--- src/rtl/mem_port_arbiter_pkg.sv ---
// mips_mem_pkg: shared types and constants for the main-memory port arbiter
package mips_mem_pkg;
   localparam int WORD_W = 32;
   localparam logic REQ_DATA = 1'b0;
   localparam logic REQ_FETCH = 1'b1;
   typedef enum logic [1:0] {IDLE, ACCESS, DONE} state_e;
endpackage

--- src/rtl/mem_port_arbiter_if.sv ---
// mem_port_arbiter_if: requester and memory-side signals of the shared memory port
interface mem_port_arbiter_if;
   import mips_mem_pkg::*;
   logic              d_req;
   logic              d_we;
   logic              d_is_byte;
   logic [WORD_W-1:0] d_addr;
   logic [WORD_W-1:0] d_wdata;
   logic [WORD_W-1:0] d_rdata;
   logic              d_ready;
   logic              i_req;
   logic [WORD_W-1:0] i_addr;
   logic [WORD_W-1:0] i_rdata;
   logic              i_ready;
   logic [WORD_W-1:0] mem_addr;
   logic [WORD_W-1:0] mem_wdata;
   logic              mem_write_en;
   logic              mem_is_byte;
   logic [WORD_W-1:0] mem_rdata;
   logic              busy;
   modport slave (
      input  d_req, d_we, d_is_byte, d_addr, d_wdata, i_req, i_addr, mem_rdata,
      output d_rdata, d_ready, i_rdata, i_ready, mem_addr, mem_wdata, mem_write_en, mem_is_byte, busy
   );
   modport master (
      output d_req, d_we, d_is_byte, d_addr, d_wdata, i_req, i_addr, mem_rdata,
      input  d_rdata, d_ready, i_rdata, i_ready, mem_addr, mem_wdata, mem_write_en, mem_is_byte, busy
   );
endinterface

--- src/rtl/mem_port_arbiter_rr_pick2.sv ---
// rr_pick2: two-way round-robin picker; a tie goes to the requester not granted last
module rr_pick2
   import mips_mem_pkg::*;
(
   input  logic req_d,
   input  logic req_i,
   input  logic last_grant,
   output logic gnt_vld,
   output logic gnt_id
);
   assign gnt_vld = req_d | req_i;
   assign gnt_id  = (req_d && req_i) ? ((last_grant == REQ_FETCH) ? REQ_DATA : REQ_FETCH)
                                     : (req_i ? REQ_FETCH : REQ_DATA);
endmodule

--- src/rtl/mem_port_arbiter.sv ---
// mem_port_arbiter: shares one fixed-latency memory port between data and fetch requesters
module mem_port_arbiter
   import mips_mem_pkg::*;
#(
   parameter int MEM_LATENCY = 4
) (
   input logic                clk,
   input logic                rst_n,
   mem_port_arbiter_if.slave  bus
);
   localparam logic [3:0] CNT_INIT = 4'(MEM_LATENCY - 1);
   state_e            state_q, state_d;
   logic [3:0]        cnt_q, cnt_d;
   logic              who_q, who_d, last_q, last_d, we_q, we_d, byte_q, byte_d;
   logic [WORD_W-1:0] addr_q, addr_d, wdata_q, wdata_d;
   logic [WORD_W-1:0] d_rdata_q, d_rdata_d, i_rdata_q, i_rdata_d;
   logic              gnt_vld, gnt_id, access;
   rr_pick2 u_pick (
      .req_d      (bus.d_req),
      .req_i      (bus.i_req),
      .last_grant (last_q),
      .gnt_vld    (gnt_vld),
      .gnt_id     (gnt_id)
   );
   always_ff @(posedge clk or negedge rst_n) begin
      if (!rst_n) begin
         state_q   <= IDLE;
         cnt_q     <= '0;
         who_q     <= REQ_DATA;
         last_q    <= REQ_FETCH;
         we_q      <= 1'b0;
         byte_q    <= 1'b0;
         addr_q    <= '0;
         wdata_q   <= '0;
         d_rdata_q <= '0;
         i_rdata_q <= '0;
      end else begin
         state_q   <= state_d;
         cnt_q     <= cnt_d;
         who_q     <= who_d;
         last_q    <= last_d;
         we_q      <= we_d;
         byte_q    <= byte_d;
         addr_q    <= addr_d;
         wdata_q   <= wdata_d;
         d_rdata_q <= d_rdata_d;
         i_rdata_q <= i_rdata_d;
      end
   end
   always_comb begin
      state_d   = state_q;
      cnt_d     = cnt_q;
      who_d     = who_q;
      last_d    = last_q;
      we_d      = we_q;
      byte_d    = byte_q;
      addr_d    = addr_q;
      wdata_d   = wdata_q;
      d_rdata_d = d_rdata_q;
      i_rdata_d = i_rdata_q;
      case (state_q)
         IDLE: if (gnt_vld) begin
            state_d = ACCESS;
            cnt_d   = CNT_INIT;
            who_d   = gnt_id;
            last_d  = gnt_id;
            addr_d  = (gnt_id == REQ_FETCH) ? bus.i_addr : bus.d_addr;
            wdata_d = (gnt_id == REQ_FETCH) ? '0 : bus.d_wdata;
            we_d    = (gnt_id == REQ_DATA) && bus.d_we;
            byte_d  = (gnt_id == REQ_DATA) && bus.d_is_byte;
         end
         ACCESS: begin
            cnt_d = cnt_q - 4'd1;
            if (cnt_q == '0) begin
               state_d   = DONE;
               cnt_d     = '0;
               d_rdata_d = (!we_q && who_q == REQ_DATA) ? bus.mem_rdata : d_rdata_q;
               i_rdata_d = (!we_q && who_q == REQ_FETCH) ? bus.mem_rdata : i_rdata_q;
            end
         end
         DONE:    state_d = IDLE;
         default: state_d = IDLE;
      endcase
   end
   assign access           = (state_q == ACCESS);
   assign bus.mem_addr     = access ? addr_q : '0;
   assign bus.mem_wdata    = access ? wdata_q : '0;
   assign bus.mem_is_byte  = access && byte_q;
   // the counter still holds its load value only in the first ACCESS cycle
   assign bus.mem_write_en = access && we_q && (cnt_q == CNT_INIT);
   assign bus.d_ready      = (state_q == DONE) && (who_q == REQ_DATA);
   assign bus.i_ready      = (state_q == DONE) && (who_q == REQ_FETCH);
   assign bus.busy         = (state_q != IDLE);
   assign bus.d_rdata      = d_rdata_q;
   assign bus.i_rdata      = i_rdata_q;
endmodule

--- src/flat_wrapper.sv ---
// flat-port wrapper written by rule: the top's interface ports become plain ports
module mem_port_arbiter_flat import mips_mem_pkg::*;
#(
   parameter int MEM_LATENCY = 4
)
  (clk, rst_n, bus_d_req, bus_d_we, bus_d_is_byte, bus_d_addr, bus_d_wdata, bus_i_req, bus_i_addr, bus_mem_rdata, bus_d_rdata, bus_d_ready, bus_i_rdata, bus_i_ready, bus_mem_addr, bus_mem_wdata, bus_mem_write_en, bus_mem_is_byte, bus_busy);
  mem_port_arbiter_if bus_i ();
  input logic clk;
  input logic rst_n;
  input wire logic [$bits(bus_i.d_req)-1:0] bus_d_req;
  input wire logic [$bits(bus_i.d_we)-1:0] bus_d_we;
  input wire logic [$bits(bus_i.d_is_byte)-1:0] bus_d_is_byte;
  input wire logic [$bits(bus_i.d_addr)-1:0] bus_d_addr;
  input wire logic [$bits(bus_i.d_wdata)-1:0] bus_d_wdata;
  input wire logic [$bits(bus_i.i_req)-1:0] bus_i_req;
  input wire logic [$bits(bus_i.i_addr)-1:0] bus_i_addr;
  input wire logic [$bits(bus_i.mem_rdata)-1:0] bus_mem_rdata;
  output wire logic [$bits(bus_i.d_rdata)-1:0] bus_d_rdata;
  output wire logic [$bits(bus_i.d_ready)-1:0] bus_d_ready;
  output wire logic [$bits(bus_i.i_rdata)-1:0] bus_i_rdata;
  output wire logic [$bits(bus_i.i_ready)-1:0] bus_i_ready;
  output wire logic [$bits(bus_i.mem_addr)-1:0] bus_mem_addr;
  output wire logic [$bits(bus_i.mem_wdata)-1:0] bus_mem_wdata;
  output wire logic [$bits(bus_i.mem_write_en)-1:0] bus_mem_write_en;
  output wire logic [$bits(bus_i.mem_is_byte)-1:0] bus_mem_is_byte;
  output wire logic [$bits(bus_i.busy)-1:0] bus_busy;
  assign bus_i.d_req = bus_d_req;
  assign bus_i.d_we = bus_d_we;
  assign bus_i.d_is_byte = bus_d_is_byte;
  assign bus_i.d_addr = bus_d_addr;
  assign bus_i.d_wdata = bus_d_wdata;
  assign bus_i.i_req = bus_i_req;
  assign bus_i.i_addr = bus_i_addr;
  assign bus_i.mem_rdata = bus_mem_rdata;
  assign bus_d_rdata = bus_i.d_rdata;
  assign bus_d_ready = bus_i.d_ready;
  assign bus_i_rdata = bus_i.i_rdata;
  assign bus_i_ready = bus_i.i_ready;
  assign bus_mem_addr = bus_i.mem_addr;
  assign bus_mem_wdata = bus_i.mem_wdata;
  assign bus_mem_write_en = bus_i.mem_write_en;
  assign bus_mem_is_byte = bus_i.mem_is_byte;
  assign bus_busy = bus_i.busy;
  mem_port_arbiter #(.MEM_LATENCY(MEM_LATENCY)) u_core (.clk(clk), .rst_n(rst_n), .bus(bus_i));
endmodule
--- config.mk ---
export PLATFORM = sky130hd
export DESIGN_NAME = mem_port_arbiter_flat
export DESIGN_NICKNAME = d
export VERILOG_FILES = /design/src/rtl/mem_port_arbiter_pkg.sv /design/src/rtl/mem_port_arbiter_if.sv /design/src/rtl/mem_port_arbiter_rr_pick2.sv /design/src/rtl/mem_port_arbiter.sv /design/src/flat_wrapper.sv
export SDC_FILE = /design/constraint.sdc
export NUM_CORES = 1
export LEC_CHECK = 0
export CAP_MARGIN = 0
export CORE_MARGIN = 2
export CORE_UTILIZATION = 38
export CTS_CLUSTER_DIAMETER = 120
export CTS_CLUSTER_SIZE = 20
export DETAILED_ROUTE_END_ITERATION = 16
export GPL_TIMING_DRIVEN = 0
export PLACE_DENSITY = 0.75
export SYNTH_ARGS = -nofsm -noshare
export SYNTH_HDL_FRONTEND = slang
export SYNTH_SLANG_ARGS = --single-unit
--- constraint.sdc ---
create_clock -name clk -period 2.2 [get_ports clk]
set_input_delay 0.66 -clock clk [delete_from_list [all_inputs] [get_ports clk]]
set_output_delay 0.66 -clock clk [all_outputs]
set_load 0.01 [all_outputs]
# Yosys cells after proc, flatten, opt, wreduce, memory -nomap -nowiden
# Index checks and enable logic that the tools add are counted.
[totals]
reg_bits = 138
input_bits = 134
out_inout_bits = 133
wordCells = 52
[op_classes]
add_sub_neg = 1
eq_ne = 5
mux = 13
n_bitwise = 3
n_reduce_logical = 20
[op_table]
columns = ["operator", "count"]
rows = [
  ["2-to-1 mux 32 bit", 4],
  ["logical AND 1 bit", 10],
  ["2-to-1 mux 4 bit", 2],
  ["case mux 4 bit (2 select lines)", 1],
  ["AND reduction 2 bit", 3],
  ["AND reduction 3 bit", 2],
  ["== test 4 x 2 -> 1 bit, second input constant", 1],
  ["logical NOT 4 bit", 1],
  ["2-to-1 mux 2 bit", 2],
  ["case mux 2 bit (2 select lines)", 1],
  ["nonzero test 2 bit", 2],
  ["subtractor 4 x 1 -> 4 bit, second input constant", 1],
  ["2-to-1 mux 1 bit", 3],
  ["== test 2 x 1 -> 1 bit, second input constant", 1],
  ["== test 2 bit, second input constant", 1],
  ["logical NOT 2 bit", 1],
  ["inequality test 2 x 1 -> 1 bit, second input constant", 1],
  ["inequality test 2 bit, second input constant", 1],
  ["NOT 1 bit", 2],
  ["logical NOT 1 bit", 1],
  ["bitwise OR 1 bit", 1],
]

# Depth between registers and ports, before layout
[logic_depth]
depth_word = 4
mapped_depth = 5
depth_no_buf = 3

# Cells and area by module
# A second synthesis with hierarchy kept.
[unflattened]
hier_cells = 534
hier_area_um2 = 6223.5
[by_module_without_submodules]
columns = ["module", "instances", "cells_each", "area_per_inst_um2", "seq_area_each_um2"]
rows = [
  ["mem_port_arbiter", 1, 532, 6209.7, 3454.6],
  ["rr_pick2", 1, 2, 13.8, 0.0],
]

# Worst setup path before layout
# No wires, ideal clock.
[synth_path]
kind = "input -> register"
from = "input bus_i_req"
to = "register u_core.addr_q[10]"
setup_ns = 0.125
arrival_ns = 2.062
required_ns = 2.075
path_slack_ns = 0.014
cell_stages = 4
n_path_buf = 1
cell_sequence = "a21boi_1 -> clkbuf_1 -> mux2_2 -> mux2_2"
[synth_between]
elab_chain_len = 3
elab_cells_between_ends = 6
cone_classes = "3 x mux; 1 x bitwise; 2 x reduce/logical"
[synth_rtl]
columns = ["element", "line", "rtl"]
rows = [
  ["start: declaration", "flat_wrapper.sv:15", "input wire logic [$bits(bus_i.i_req)-1:0] bus_i_req;"],
  ["2-to-1 mux 1 bit / logical AND 1 bit (equally long branches)", "mem_port_arbiter_rr_pick2.sv:13, mem_port_arbiter_rr_pick2.sv:12", ""],
  ["2-to-1 mux 1 bit", "mem_port_arbiter_rr_pick2.sv:12", "assign gnt_id = (req_d && req_i) ? ((last_grant == REQ_FETCH) ? REQ_DATA : REQ_FETCH)"],
  ["2-to-1 mux 32 bit", "mem_port_arbiter.sv:67", "addr_d = (gnt_id == REQ_FETCH) ? bus.i_addr : bus.d_addr;"],
  ["end signal: assignment", "mem_port_arbiter.sv:44", "addr_q <= addr_d;"],
  ["end: declaration", "mem_port_arbiter.sv:15", "logic [WORD_W-1:0] addr_q, addr_d, wdata_q, wdata_d;"],
]
# Several ways; a longest one is shown, not always the timed one.
# A chain may end at the register's enable or synchronous reset.

# Worst setup path after layout
[layout_path]
from = "register u_core.state_q[1]"
to = "register u_core.i_rdata_q[9], in the netlist u_core.bus.i_rdata[9]"
[layout_between]
elab_chain_len = 2
[layout_rtl]
columns = ["element", "line", "rtl"]
rows = [
  ["start: declaration", "mem_port_arbiter.sv:12", "state_e state_q, state_d;"],
  ["start signal: assignment", "mem_port_arbiter.sv:38", "state_q <= state_d;"],
  ["== test 2 x 1 -> 1 bit", "mem_port_arbiter.sv:61", "case (state_q)"],
  ["AND reduction 3 bit (no source line)", "-", ""],
  ["end signal: assignment", "mem_port_arbiter.sv:47", "i_rdata_q <= i_rdata_d;"],
  ["end: declaration", "mem_port_arbiter.sv:16", "logic [WORD_W-1:0] d_rdata_q, d_rdata_d, i_rdata_q, i_rdata_d;"],
]
# No other way between the ends.

==> impl_metrics.json <==
{
  "num_vias": 4651,
  "viasPerCell": 4.84,
  "wire_per_inst_um": 18.5,
  "syn_inst": 424,
  "tightest_slew_ps": 519,
  "synth_seq_area_share_pct": 56.4,
  "synth-edff-count": 0,
  "setup_ws_ps": -161,
  "violations": "negative setup slack",
  "htreeDepth": 4,
  "ant_nets": 0,
  "grt_usage_pct": 19.5,
  "relSlewSlack_pct": 65.4,
  "grt_overflow": 0,
  "final_nets": 866,
  "ioPinCount": 267,
  "vdd_drop_max_v": 0.000606,
  "synth_area_leader_cell": "dfrtp_1",
  "skew_ps": 6.51,
  "die_y_um": 131,
  "worstPathArrival_ps": 2650,
  "synth_top_area_share_pct": 56.0,
  "grt_pass1_vias": 4758,
  "clockRootBuffer": "clkbuf_16",
  "num_rows": 46,
  "worstSetupPathType": "reg2reg",
  "clkLatencyLatePin_ps": 410,
  "hpwl_um": 12100,
  "synthTopCellsByCount": "dfrtp_1 (137), mux2_2 (98), and2_1 (66)",
  "hold_violations": 0,
  "die_w_um": 131,
  "rsz0062_at_grt": "true",
  "grt_max_degree": 101,
  "clockBufferDepth": 2,
  "synth-seq-cells": 138,
  "antenna_cells": 0,
  "drt_first_pass_iters": 4,
  "yosysUniqueCellTypes": 27,
  "p_per_area_nw_per_um2": 1490,
  "cts_tree": "built",
  "finalSetupViolations": 100,
  "synthArstFlopShare_pct": 100,
  "numCtsBuffers": 17,
  "final_core_util_pct": 65.2,
  "grt_antenna_before_repair": 0,
  "regArea_um2": 3450,
  "worstPathRequired_ps": 2490,
  "synth_nets": 558,
  "finalCriticalPeriod_ps": 2360,
  "port_buffers": 266,
  "n_fill_cell": 1143,
  "grt_pass1_wl_um": 25400,
  "min_path_type": "in2async",
  "cts.clk_slew.worst_paths_ps": 60,
  "fmax_mhz": 424,
  "cp_max_fo": 5,
  "cts_num_sinks": 138,
  "die-area_um2": 17100,
  "place.gp.congestion": 0.748,
  "outcome": "finished, violations left",
  "ys_warn_count": 0,
  "initial_core_util_pct": 38.7,
  "synth_area_um2": 6120,
  "yosysMostFrequentCell": "dfrtp_1",
  "drc": 0,
  "ys.flop_type": "dfrtp_1",
  "final_layout_size_suffix_gt1_share_pct": 44.2,
  "postCtsHoldBufs": 0,
  "syn_to_final_growth_pct": 68.4,
  "endpoint_kind": "flip-flop",
  "wirelength_um": 17800,
  "drv_cap": 0,
  "p_total_mw": 15.3,
  "power_leakage_nw": 4.68,
  "drt_iter0_drc": 128,
  "slew_viol_final": 0,
  "worst_setup_path_start_kind": "flip-flop",
  "multiInputGateArea_um2": 2630,
  "avgSynthCellArea_um2": 14.4,
  "hold-worst-slack_ps": 145,
  "fin_crit_sh_pct": 107,
  "synth_area_leaders": "dfrtp_1 (56%), mux2_2 (18%), mux2_4 (7.4%)",
  "core_um2": 15800
}
## state kept, by name (all words and copies together), names as in the netlist
signal	cells
u_core.last_q	1
u_core.state_q	2
u_core.bus.i_rdata	32
u_core.addr_q	32
u_core.wdata_q	32
u_core.cnt_q	4
u_core.who_q	1
u_core.bus.d_rdata	32
u_core.byte_q	1
u_core.we_q	1
## placed cells by master (no fill, tap or decap), types with 6 or more instances in the layout
cell type	synthesis	layout
a22o_1	34	34
and2_1	66	24
and2_4	0	42
buf_12	3	7
buf_2	1	22
buf_4	0	10
buf_6	4	51
buf_8	0	6
clkbuf_1	21	6
clkbuf_16	0	21
clkbuf_8	0	6
clkdlybuf4s50_1	0	196
dfrtp_1	137	137
mux2_2	98	98
mux2_4	30	31
## report_power, final
| part | switching, mW | leakage [nW] | internal, mW | total [mW] |
|---|---|---|---|---|
| logic | 2.86 | 2.70 | 4.80 | 7.66 |
| clock network | 1.11 | 0.321 | 2.08 | 3.19 |
| registers | 0.706 | 1.66 | 3.77 | 4.47 |
| total | 4.67 | 4.68 | 10.7 | 15.3 |
## kinds of logic after synthesis
logic type	count (synthesis)	synth area share, %
AOI/OAI and AO/OA	41	5.76
DFF	138	56.4
and+or+nand+nor	86	8.99
muxes	130	25.7
buffers and inverters	29	3.09
## metrics by stage
step | setup WS, ps | std cells | setup TNS (ps) | instance area (µm²)
after floorplan | 13.7 | 424 | 0 | 6120
after global placement | -4790 | 906 | -733630 | 9060
after detailed placement | -859 | 907 | -82460 | 9080
after CTS | -227 | 958 | -12790 | 9910
after global routing | -203 | 961 | -14060 | 10300
final | -161 | 961 | -8830 | 10300
## layout make-up
type                            instances  share of cell area (%)
Clock inverter                         13                    2.10
Multi-Input combinational cell        257                    25.5
Sequential cell                       138                    33.5
Tap cell                              216                    2.62
Timing Repair Buffer                  294                    29.4
Buffer                                 24                    2.54
Clock buffer                           19                    4.39
## worst max-delay path, stage by stage (launching register included)
cell	delay [ps]
dfrtp_1	380
buf_4	150
or4b_4	520
or4b_4	590
buf_12	180
buf_12	130
mux2_4	290
## path summary, 6_finish.rpt
check | from | end | slack (ps) | cells after the start
max | u_core.state_q[1] | u_core.bus.i_rdata[9] | -160 | 6
min | rst_n | u_core.bus.d_rdata[23] | 140 | 1
max reg2reg | u_core.state_q[1] | u_core.bus.i_rdata[9] | -160 | 6
min reg2reg | u_core.addr_q[31] | u_core.addr_q[31] | 500 | 1
max in group asynchronous | rst_n | u_core.last_q | 1210 | 2
min in group clk | u_core.addr_q[31] | u_core.addr_q[31] | 500 | 1
## metal layers
metal,vias up,routed length (µm),global-route usage [%]
met5,-,0,0
met4,0,287,6.45
met3,19,1020,4.85
met2,170,9260,34.7
met1,2329,7200,23.2
li1,2133,-,-
## timing repair
item                       in CTS  in global routing
cloned                          7                  4
pin swaps                      17                 20
gates resized for setup       336                 99
setup endpoints to repair     164                178
buffers inserted               14                  2
No activity file was read; power rests on OpenSTA's default activity.
